<file path="src/rtl/frac_logic_ccff_loader.sv">
// Configuration-chain sequencer for one frac_logic tile: serialises bitstream words onto
// ccff_head, gates the chain shift, and optionally recirculates the chain once to verify it.
`timescale 1ns/1ps
module frac_logic_ccff_loader #(
  parameter int CHAIN_LEN = 20,
  parameter int WORD_W    = 8,
  parameter bit VERIFY_EN = 1'b1
) (
  input  logic              prog_clk,
  input  logic              pReset,
  input  logic              start,
  input  logic [WORD_W-1:0] cfg_data,
  input  logic              cfg_valid,
  output logic              cfg_ready,
  output logic              ccff_head,
  input  logic              ccff_tail,
  output logic              ccff_shift_en,
  output logic              busy,
  output logic              done,
  output logic              verify_err
);

  localparam int CNT_W = $clog2(CHAIN_LEN + 1);
  localparam int WB_W  = (WORD_W > 1) ? $clog2(WORD_W) : 1;
  localparam logic [CNT_W-1:0] LAST_BIT  = CNT_W'(CHAIN_LEN - 1);
  localparam logic [WB_W-1:0]  LAST_WBIT = WB_W'(WORD_W - 1);

  typedef enum logic [2:0] {
    S_IDLE   = 3'd0,
    S_LOAD   = 3'd1,
    S_SHIFT  = 3'd2,
    S_VERIFY = 3'd3,
    S_DONE   = 3'd4
  } state_t;

  state_t               r_state;
  state_t               w_state_next;
  logic [WORD_W-1:0]    r_wreg;
  logic [WB_W-1:0]      r_wbit;
  logic [CNT_W-1:0]     r_bit_cnt;
  logic [CNT_W-1:0]     r_vcnt;
  logic [CHAIN_LEN-1:0] r_shadow;
  logic                 r_verify_err;
  logic                 w_chain_full;
  logic                 w_word_end;
  logic                 w_verify_last;

  // The chain-length test wins over the word test, which truncates the last word.
  assign w_chain_full  = (r_bit_cnt == LAST_BIT);
  assign w_word_end    = (r_wbit == LAST_WBIT);
  assign w_verify_last = (r_vcnt == LAST_BIT);
  assign verify_err    = r_verify_err;

  always_ff @(posedge prog_clk or posedge pReset) begin
    if (pReset) begin
      r_state <= S_IDLE;
    end else begin
      r_state <= w_state_next;
    end
  end

  always_comb begin
    w_state_next = r_state;
    unique case (r_state)
      S_IDLE:   if (start) w_state_next = S_LOAD;
      S_LOAD:   if (cfg_valid) w_state_next = S_SHIFT;
      S_SHIFT: begin
        if (w_chain_full) begin
          w_state_next = VERIFY_EN ? S_VERIFY : S_DONE;
        end else if (w_word_end) begin
          w_state_next = S_LOAD;
        end
      end
      S_VERIFY: if (w_verify_last) w_state_next = S_DONE;
      S_DONE:   w_state_next = S_IDLE;
      default:  w_state_next = S_IDLE;
    endcase
  end

  always_comb begin
    cfg_ready     = 1'b0;
    ccff_head     = 1'b0;
    ccff_shift_en = 1'b0;
    busy          = 1'b1;
    done          = 1'b0;
    unique case (r_state)
      S_IDLE:   busy = 1'b0;
      S_LOAD:   cfg_ready = 1'b1;
      S_SHIFT: begin
        ccff_shift_en = 1'b1;
        ccff_head     = r_wreg[0];
      end
      S_VERIFY: begin
        ccff_shift_en = 1'b1;
        ccff_head     = ccff_tail;
      end
      S_DONE:   done = 1'b1;
      default:  busy = 1'b0;
    endcase
  end

  always_ff @(posedge prog_clk or posedge pReset) begin
    if (pReset) begin
      r_wreg       <= '0;
      r_wbit       <= '0;
      r_bit_cnt    <= '0;
      r_vcnt       <= '0;
      r_shadow     <= '0;
      r_verify_err <= 1'b0;
    end else begin
      unique case (r_state)
        S_IDLE: begin
          if (start) begin
            r_bit_cnt    <= '0;
            r_vcnt       <= '0;
            r_verify_err <= 1'b0;
          end
        end
        S_LOAD: begin
          if (cfg_valid) begin
            r_wreg <= cfg_data;
            r_wbit <= '0;
          end
        end
        S_SHIFT: begin
          r_wreg              <= r_wreg >> 1;
          r_wbit              <= r_wbit + 1'b1;
          r_bit_cnt           <= r_bit_cnt + 1'b1;
          r_shadow[r_bit_cnt] <= r_wreg[0];
        end
        S_VERIFY: begin
          // Bits leave the tail in the same order they were shifted in.
          r_vcnt <= r_vcnt + 1'b1;
          if (ccff_tail != r_shadow[r_vcnt]) r_verify_err <= 1'b1;
        end
        default: ;
      endcase
    end
  end

endmodule

</file>
<file path="config.mk">
export PLATFORM = sky130hd
export DESIGN_NAME = frac_logic_ccff_loader
export DESIGN_NICKNAME = d
export VERILOG_FILES = /design/src/rtl/frac_logic_ccff_loader.sv
export SDC_FILE = /design/constraint.sdc
export NUM_CORES = 1
export LEC_CHECK = 0
export ABC_AREA = 0
export CORE_MARGIN = 8
export CORE_UTILIZATION = 42
export CTS_CLUSTER_DIAMETER = 40
export CTS_CLUSTER_SIZE = 16
export DETAILED_ROUTE_END_ITERATION = 10
export SYNTH_ARGS = -nofsm -noshare
export SYNTH_HDL_FRONTEND = slang
export SYNTH_SLANG_ARGS = --single-unit
</file>
<file path="constraint.sdc">
create_clock -name prog_clk -period 2.6 [get_ports prog_clk]
set_clock_uncertainty 0.05 [all_clocks]
set_input_delay 0.39 -clock prog_clk [delete_from_list [all_inputs] [get_ports prog_clk]]
set_output_delay 0.39 -clock prog_clk [all_outputs]
set_load 0.01 [all_outputs]
</file>
### After elaboration in Yosys (flattened, before gate mapping)

Index checks and enable logic that the tools add are counted.

* register bits: 45
* logic and storage cells: 64
* output and inout bits: 6

* reductions and logical operators: 12
* eq/ne operators: 13
* add/subtract/negate cells: 3
* order comparisons: 3
* muxes and demuxes: 26

Operators with widths (number)
* $bwmux 20: 1
* $pmux 5 s2: 2
* $mux 3: 6
* $pmux 8 s2: 1
* $lt 5x6->1 const B: 2
* $pmux 3 s4: 1
* $add 5x1->5 const B: 2
* $eq 5x5->1 const B: 2
* $mux 1: 8
* $mux 8: 1
* $ne 2x2->1 const B: 4
* $eq 3x2->1 const B: 2
* $eq 3x3->1 const B: 2
* $pmux 3 s2: 1
* $reduce_and 2->1: 3
* $reduce_bool 2->1: 3
* $bmux 1 s5: 1
* $demux 1 s5: 1
* $ge 5x1->1 const B: 1
* $mux 5: 1
* $pmux 1 s2: 2
* $reduce_and 4->1: 1
* $reduce_or 4->1: 1
* $add 3x1->3 const B: 1
* 7 further kinds: 7

### Logic depth before layout (Yosys ltp)

Gate-level depths: netlist of the first run.

* word-level depth: 5
* mapped depth: 8

### Worst setup path after synthesis of the first run

No wires, ideal clock.

* path type: register -> register
* start point: register r_vcnt[0]
* end point: register r_verify_err, in the netlist verify_err
* library setup time: 0.136 ns
* path buffers: 1
* setup slack: 0.899 ns
* cell stages (with the launch flop): 7
* arrival time: 1.515 ns
* period minus slack after synthesis: 1.701 ns
* path through: dfrtp_1 buf_6 mux4_2 nor2b_1 o41ai_2 mux2i_1 o311ai_1

* longest elaborated chain between the ends: 5

RTL lines
* start, declared: RTL line 41 `logic [CNT_W-1:0] r_vcnt;`
* start signal, assigned: RTL line 133 `r_vcnt <= r_vcnt + 1'b1;`
* $bmux 1 s5: RTL line 134 `if (ccff_tail != r_shadow[r_vcnt]) r_verify_err <= 1'b1;`
* $mux 1 (implied by the code): RTL line 134
* $ne 1x1->1: RTL line 134
* $ne 2x2->1 (no source line)
* $reduce_and 3->1 (no source line)
* end signal, assigned: RTL line 109 `r_verify_err <= 1'b0;`
* end signal, assigned: RTL line 116 `r_verify_err <= 1'b0;`
* end signal, assigned: RTL line 134
* end, declared: RTL line 43 `logic r_verify_err;`

Every way passes these cells. The select of a mux whose other input is x is not followed.
A chain may end at the register's enable or synchronous reset.

### Worst setup path in the final report of the first run

* start point: register r_state[0]
* end point: output port cfg_ready

* longest elaborated chain between the ends: 2

RTL lines
* start, declared: RTL line 36 `state_t r_state;`
* start signal, assigned: RTL line 58 `r_state <= w_state_next;`
* $eq 3x1->1: RTL line 86 `unique case (r_state)`
* $mux 1: RTL line 86
* end, declared: RTL line 14 `output logic cfg_ready,`

Every way passes these cells.

==> results.py, run 1 <==
metrics = {
    "outcome": {
        "status": "finished, final reports clean",
    },
    "final_layout": {
        "multi_input_area_um2": 1210,
        "fin_area_um2": 2780,
        "final_cell_mix": "dfrtp_1 (45), nand2_1 (28), nand3_1 (28)",
        "regArea_um2": 1130,
        "areaGrowthSynthToFinish_pct": 13.8,
        "layout.nets": 266,
        "nFillCells": 533,
        "drive_above_1_share_pct": 17.8,
        "final_common_cell": "dfrtp_1",
        "num_antenna_cells": 0,
    },
    "logic_synthesis": {
        "synth_mux_area_share_pct": 17.2,
        "synthAdderAreaFrac_pct": 3.59,
        "avgSynthCellArea_um2": 10.6,
        "ys_types": 42,
        "synth_top_area_cell": "dfrtp_1",
        "synth-simple-area-share_pct": 19.2,
        "synth.cell_area_um2": 2440,
        "synth_warnings": 0,
        "yosys_register_bits": 45,
        "synth_top_area_share_pct": 46.2,
        "synth-xor-area-share_pct": 0.718,
        "synth-seq-area-share_pct": 46.2,
        "syn_nets": 250,
        "syn_inst": 230,
        "synth_compound_area_share_pct": 8.82,
        "synthTopCellsByArea": "dfrtp_1 (46%), mux2_2 (9.7%), nand3_1 (5.7%), nand2_1 (4.3%), mux2i_1 (3.7%)",
        "synth_top_family_by_area": "simple AND/OR/NAND/NOR gates",
    },
    "global_route": {
        "grt-ovfl-total": 0,
        "use_met1_pct": 17.6,
        "grt_use_met2_pct": 17.5,
        "track_usage_pct": 12.3,
        "antenna_found_initial": 0,
        "met3_usage_pct": 3.26,
        "grt-busiest-layer": "met1",
        "grt_max_degree": 46,
        "grt_first_pass_wirelength_um": 8470,
        "first_global_vias": 1691,
    },
    "flow_run": {
        "drv_cap": 0,
    },
    "worst_setup_path": {
        "r2r-start": "r_vcnt[0]$_DFFE_PP0P_",
        "worstSetupEndpointType": "primary output",
        "path_cells": "nor3b_2, clkdlybuf4s50_1",
        "critical_path_class": "flip-flop to primary output",
        "worst_ep_required_time_ns": 2.16,
        "slowest_stage": "dfrtp_1",
        "r2r-end": "verify_err$_DFFE_PP0P_",
        "crit_arrival_ns": 1.94,
        "cpPeakStageDelay_ns": 0.62,
        "crit_start": "r_state[0]$_DFFE_PP0P_",
        "worstRegToRegCells": 5,
        "critPathMaxFanout": 13,
        "r2r_slack_ns": 0.60,
        "critPathLaunchType": "flip-flop",
    },
    "route": {
        "post_drt_via_cell_ratio": 5.39,
        "wl_um": 4820,
        "routedWlPerCell_um": 15.1,
        "drc_errors": 0,
        "dr.pass1.iters": 4,
        "postRouteAntennaNets": 0,
        "first_iter_violations": 59,
        "detailroute.via_count": 1720,
    },
    "power": {
        "power_density_nw_per_um2": 1070,
        "p_int_mw": 1.81,
        "seq_power_share_pct": 41.2,
        "sw_frac_of_total_pct": 39.2,
        "leakage_nw": 1.25,
        "ir_worst_vdd_mv": 0.438,
        "clkPwrFrac_pct": 17.8,
        "p_comb_share_pct": 41.0,
        "switching_power_mw": 1.17,
        "finalPower_mw": 2.97,
    },
    "clock_tree": {
        "cts_tree": "built",
        "cts_max_level": 2,
        "ctsRootBufferMaster": "clkbuf_8",
        "cts_buffers": 5,
        "cts_sinks": 45,
        "clk_pin_slew_worst_paths_ns": 0.09,
        "clk_path_buf_depth": 2,
        "cts_setup_buffers": 0,
        "clk_latency_ns": 0.29,
        "postCtsHoldBufs": 0,
        "cts_resized": 0,
    },
    "sta": {
        "slew_headroom_pct": 55.7,
        "hold_violations": 0,
        "period_needed_ns": 2.38,
        "whs_ns": 0.448,
        "fin_tns_setup_ns": 0,
        "tightest_slew_ns": 0.664,
        "setup_viol": 0,
        "rsz0062_at_grt": "no",
        "post-route-period-util_pct": 91.4,
        "maxSlewViolCount": 0,
        "max_freq_mhz": 421,
    },
    "die": {
        "ios": 19,
        "dieHeight_um": 92.2,
        "core_um2": 5570,
        "dieArea_um2": 8500,
        "die_w_um": 92.2,
        "start_util_pct": 43.8,
        "row_count": 27,
    },
    "hold_path": {
        "hold-path-cell-count": 2,
        "hp-start": "r_wreg[1]$_DFFE_PP0P_",
        "min_path_type": "flip-flop to flip-flop",
        "worstHoldEndpoint": "r_wreg[1]$_DFFE_PP0P_",
    },
    "placement": {
        "place.gp.congestion": 0.765,
        "placed_area_um2": 2660,
        "hpwl_um": 3440,
        "numPortBuffers": 18,
    },
}
## critical path, delay by kind of cell, from the launching register on
kind	cells	cell delay, ns
buf+inv	1	0.61
simple gates	1	0.41
flops	1	0.62
## worst max path at each step
stage          cells after the start                      to  slack, ns
2_1_floorplan                      6  verify_err$_DFFE_PP0P_       0.90
3_3_place_gp                       4               ccff_head       0.53
3_5_place_dp                       4               ccff_head       0.50
4_1_cts                            2               cfg_ready       0.21
5_1_grt                            2               cfg_ready       0.06
6_report                           2               cfg_ready       0.22
## metal layers
metal  part of all wire [%]  routed length, µm
met1                     51               2450
met2                     44               2130
met4                    1.2                 56
met5                      0                  0
met3                    3.6                175
## power groups by stage
| stage | logic, mW | registers (mW) | clock network (mW) |
|---|---|---|---|
| floorplan | 1.06 | 1.09 | 0 |
| detailed placement | 1.24 | 1.24 | 0 |
| global route | 1.38 | 1.28 | 0.582 |
| finish | 1.22 | 1.23 | 0.529 |
| global placement | 1.21 | 1.24 | 0 |
| CTS | 1.24 | 1.23 | 0.550 |
## sequential cells by signal, indices dropped and copies added, names as in the netlist
register / cells
verify_err: 1
r_vcnt: 5
r_shadow: 20
r_wbit: 3
r_bit_cnt: 5
r_state: 3
r_wreg: 8
## cells by family after synthesis
group                    after synthesis
multiplexers                          34
XOR/XNOR                               2
AND/OR/NAND/NOR                       90
adder cells (fa/ha/maj)                7
flip-flops                            45
AO/OA/AOI/OAI                         33
buffers and inverters                 19
## synthesized netlist by cell type, drive strengths merged
| library cell | count |
|---|---|
| dfrtp | 45 |
| nand2 | 28 |
| nand3 | 28 |
| mux2 | 21 |
| o21ai | 17 |
| buf | 12 |
| mux2i | 9 |
| nor2 | 8 |
| ha | 7 |
| nor3b | 7 |
| a21oi | 5 |
| inv | 5 |
| mux4 | 4 |
| and2 | 3 |
| and3 | 3 |
| nand2b | 3 |
| nor3 | 3 |
| a2111oi | 2 |
| a22o | 2 |
| clkbuf | 2 |
| nand3b | 2 |
| nor2b | 2 |
| a21bo | 1 |
| a21o | 1 |
| a22oi | 1 |
| a41oi | 1 |
| nand4 | 1 |
| nor4 | 1 |
| o311ai | 1 |
| o31ai | 1 |
| o41ai | 1 |
| or4b | 1 |
| xnor2 | 1 |
| xor2 | 1 |
## stage by stage
step           worst slack [ns]  utilization (%)  instances
2_1_floorplan             0.899                -        230
3_3_place_gp              0.531             47.8        311
3_5_place_dp              0.499             47.8        311
4_1_cts                   0.212             49.8        319
5_1_grt                  0.0557             49.8        319
6_report                  0.225             49.8        319
## cell type report
cell class | instances | area share, %
sequential | 45 | 40.5
clock inverter | 3 | 1.67
timing repair buffer | 23 | 7.84
tap | 72 | 3.24
clock buffer | 5 | 2.48
inverter | 5 | 0.676
multi-input combinational | 166 | 43.6
Note: power is estimated with default switching activity, not from simulation.
==> run 2, diff against run 1 <==
--- a/config.mk
+++ b/config.mk
@@ -6,7 +6,6 @@
 export NUM_CORES = 1
 export LEC_CHECK = 0
 export ABC_AREA = 0
-export CORE_MARGIN = 8
 export CORE_UTILIZATION = 42
 export CTS_CLUSTER_DIAMETER = 40
 export CTS_CLUSTER_SIZE = 16
==> run 2 against run 1 <==
  * Sequential share of layout area fell by 0.38 points
  * First-iteration DRC count rose by 12%
  * Final area rose by 0.95%
  * Die area is 28% lower
  * Final cell count grew 0.31%
  * Critical endpoint unchanged
  * Largest cell class unchanged
==> results.py, run 2 (same netlist as run 1, synthesis figures left out) <==
metrics = {
    "outcome": {
        "status": "finished, final reports clean",
    },
    "clock_tree": {
        "cts_sinks": 45,
        "clk_latency_ns": 0.30,
        "cts_buffers": 5,
        "clk_pin_slew_worst_paths_ns": 0.09,
        "cts_max_level": 2,
        "clk_path_buf_depth": 2,
        "cts_resized": 0,
        "ctsRootBufferMaster": "clkbuf_8",
        "cts_tree": "built",
        "postCtsHoldBufs": 0,
        "cts_setup_buffers": 0,
    },
    "final_layout": {
        "fin_util_pct": 50.6,
        "fin_cells": 320,
        "num_antenna_cells": 0,
        "nFillCells": 502,
        "final_cell_mix": "dfrtp_1 (45), nand2_1 (28), nand3_1 (28)",
        "layout.nets": 267,
        "largest_reg_flops": 20,
        "regMostFlops": "r_shadow",
        "final_common_cell": "dfrtp_1",
        "fin_area_um2": 2800,
        "drive_above_1_share_pct": 18.1,
        "largestRegisters": "r_shadow x20, r_wreg x8",
        "areaGrowthSynthToFinish_pct": 14.9,
    },
    "flow_run": {
        "drv_cap": 0,
    },
    "worst_setup_path": {
        "critPathMaxFanout": 13,
        "critical_path_class": "flip-flop to primary output",
        "cpPeakStageDelay_ns": 0.61,
        "path_cells": "nor3b_2, clkdlybuf4s50_1",
        "slowest_stage": "dfrtp_1",
        "r2r-end": "verify_err$_DFFE_PP0P_",
        "r2r_slack_ns": 0.58,
        "worst_ep_required_time_ns": 2.16,
        "crit_arrival_ns": 1.91,
        "crit_family": "flip-flops",
        "critPathLaunchType": "flip-flop",
        "critical_path_depth": 2,
        "r2r-start": "r_vcnt[0]$_DFFE_PP0P_",
        "worstRegToRegCells": 5,
        "worstSetupEndpointType": "primary output",
        "cp_num_buf_inv": 1,
    },
    "route": {
        "detailroute.via_count": 1737,
        "first_iter_violations": 66,
        "routedWlPerCell_um": 15.1,
        "wl_um": 4820,
        "post_drt_via_cell_ratio": 5.43,
        "postRouteAntennaNets": 0,
        "dr.pass1.iters": 6,
        "drc_errors": 0,
    },
    "sta": {
        "maxSlewViolCount": 0,
        "hold_violations": 0,
        "max_freq_mhz": 425,
        "period_needed_ns": 2.35,
        "post-route-period-util_pct": 90.5,
        "whs_ns": 0.355,
        "fin_tns_setup_ns": 0,
        "slew_headroom_pct": 57.2,
        "setup_viol": 0,
        "rsz0062_at_grt": "no",
        "tightest_slew_ns": 0.642,
    },
    "placement": {
        "hpwl_um": 3370,
        "dp.cells": 312,
        "place.gp.congestion": 0.746,
        "numPortBuffers": 18,
        "placed_area_um2": 2670,
    },
    "global_route": {
        "track_usage_pct": 17.9,
        "grt_first_pass_wirelength_um": 8440,
        "grt_max_degree": 23,
        "antenna_found_initial": 0,
        "first_global_vias": 1691,
        "grt-ovfl-total": 0,
    },
    "die": {
        "ios": 19,
        "dieHeight_um": 78.2,
        "dieArea_um2": 6120,
        "start_util_pct": 44.0,
        "row_count": 27,
        "die_w_um": 78.2,
        "core_um2": 5540,
    },
    "power": {
        "ir_worst_vdd_mv": 0.456,
        "leakage_nw": 1.27,
        "power_density_nw_per_um2": 1100,
    },
    "hold_path": {
        "min_path_type": "primary input to asynchronous set/reset pin",
    },
}
==> run 2: cell count changes in the layout (fill, tap and decap cells not counted) <==
cell	previous run	this run
buf_4	5	6
bufinv_16	1	2
clkinv_2	0	1
clkinv_4	1	0
clkinvlp_4	1	0
==> run 2: worst register-to-register path, stage by stage, from the launching register on <==
cell	delay [ns]
dfrtp_1	0.65
mux4_2	0.59
a22oi_1	0.27
and3_1	0.19
mux2i_1	0.06
o311ai_1	0.10
==> run 2: worst max path at each step <==
stage / to / slack (ns) / from
floorplan: verify_err$_DFFE_PP0P_ / 0.90 / r_vcnt[0]$_DFFE_PP0P_
global placement: r_vcnt[2]$_DFFE_PP0P_ / 0.54 / start
detailed placement: ccff_head / 0.52 / ccff_tail
CTS: cfg_ready / 0.21 / r_state[0]$_DFFE_PP0P_
global route: cfg_ready / 0.08 / r_state[0]$_DFFE_PP0P_
finish: cfg_ready / 0.25 / r_state[0]$_DFFE_PP0P_
==> run 2: where the power goes <==
group	internal [mW]	total, mW	switching, mW
Sequential	0.952	1.23	0.274
Combinational	0.568	1.22	0.653
Clock	0.382	0.629	0.247
==> run 2: final cells by class <==
cell class	instances	area, µm²	area share, %
clock buffer	5	68.8	2.45
clock inverter	3	65.1	2.32
inverter	5	18.8	0.669
multi-input combinational	166	1210	43.2
sequential	45	1130	40.2
tap	72	90.1	3.21
timing repair buffer	24	225	8.03
==> run 2: metrics by stage <==
| stage | power [mW] | setup slack [ns] |
|---|---|---|
| global placement | 2.45 | 0.540 |
| floorplan | 2.15 | 0.899 |
| finish | 3.08 | 0.248 |
| global route | 3.32 | 0.0785 |
| detailed placement | 2.47 | 0.521 |
| CTS | 3.11 | 0.215 |
==> run 2: per-layer routing <==
metal,GRT usage [%],up-vias,routed length (µm)
met2,26.6,27,2250
met3,3.49,8,123
li1,-,856,-
met4,7.04,0,85
met5,0,-,0
met1,25.7,846,2360
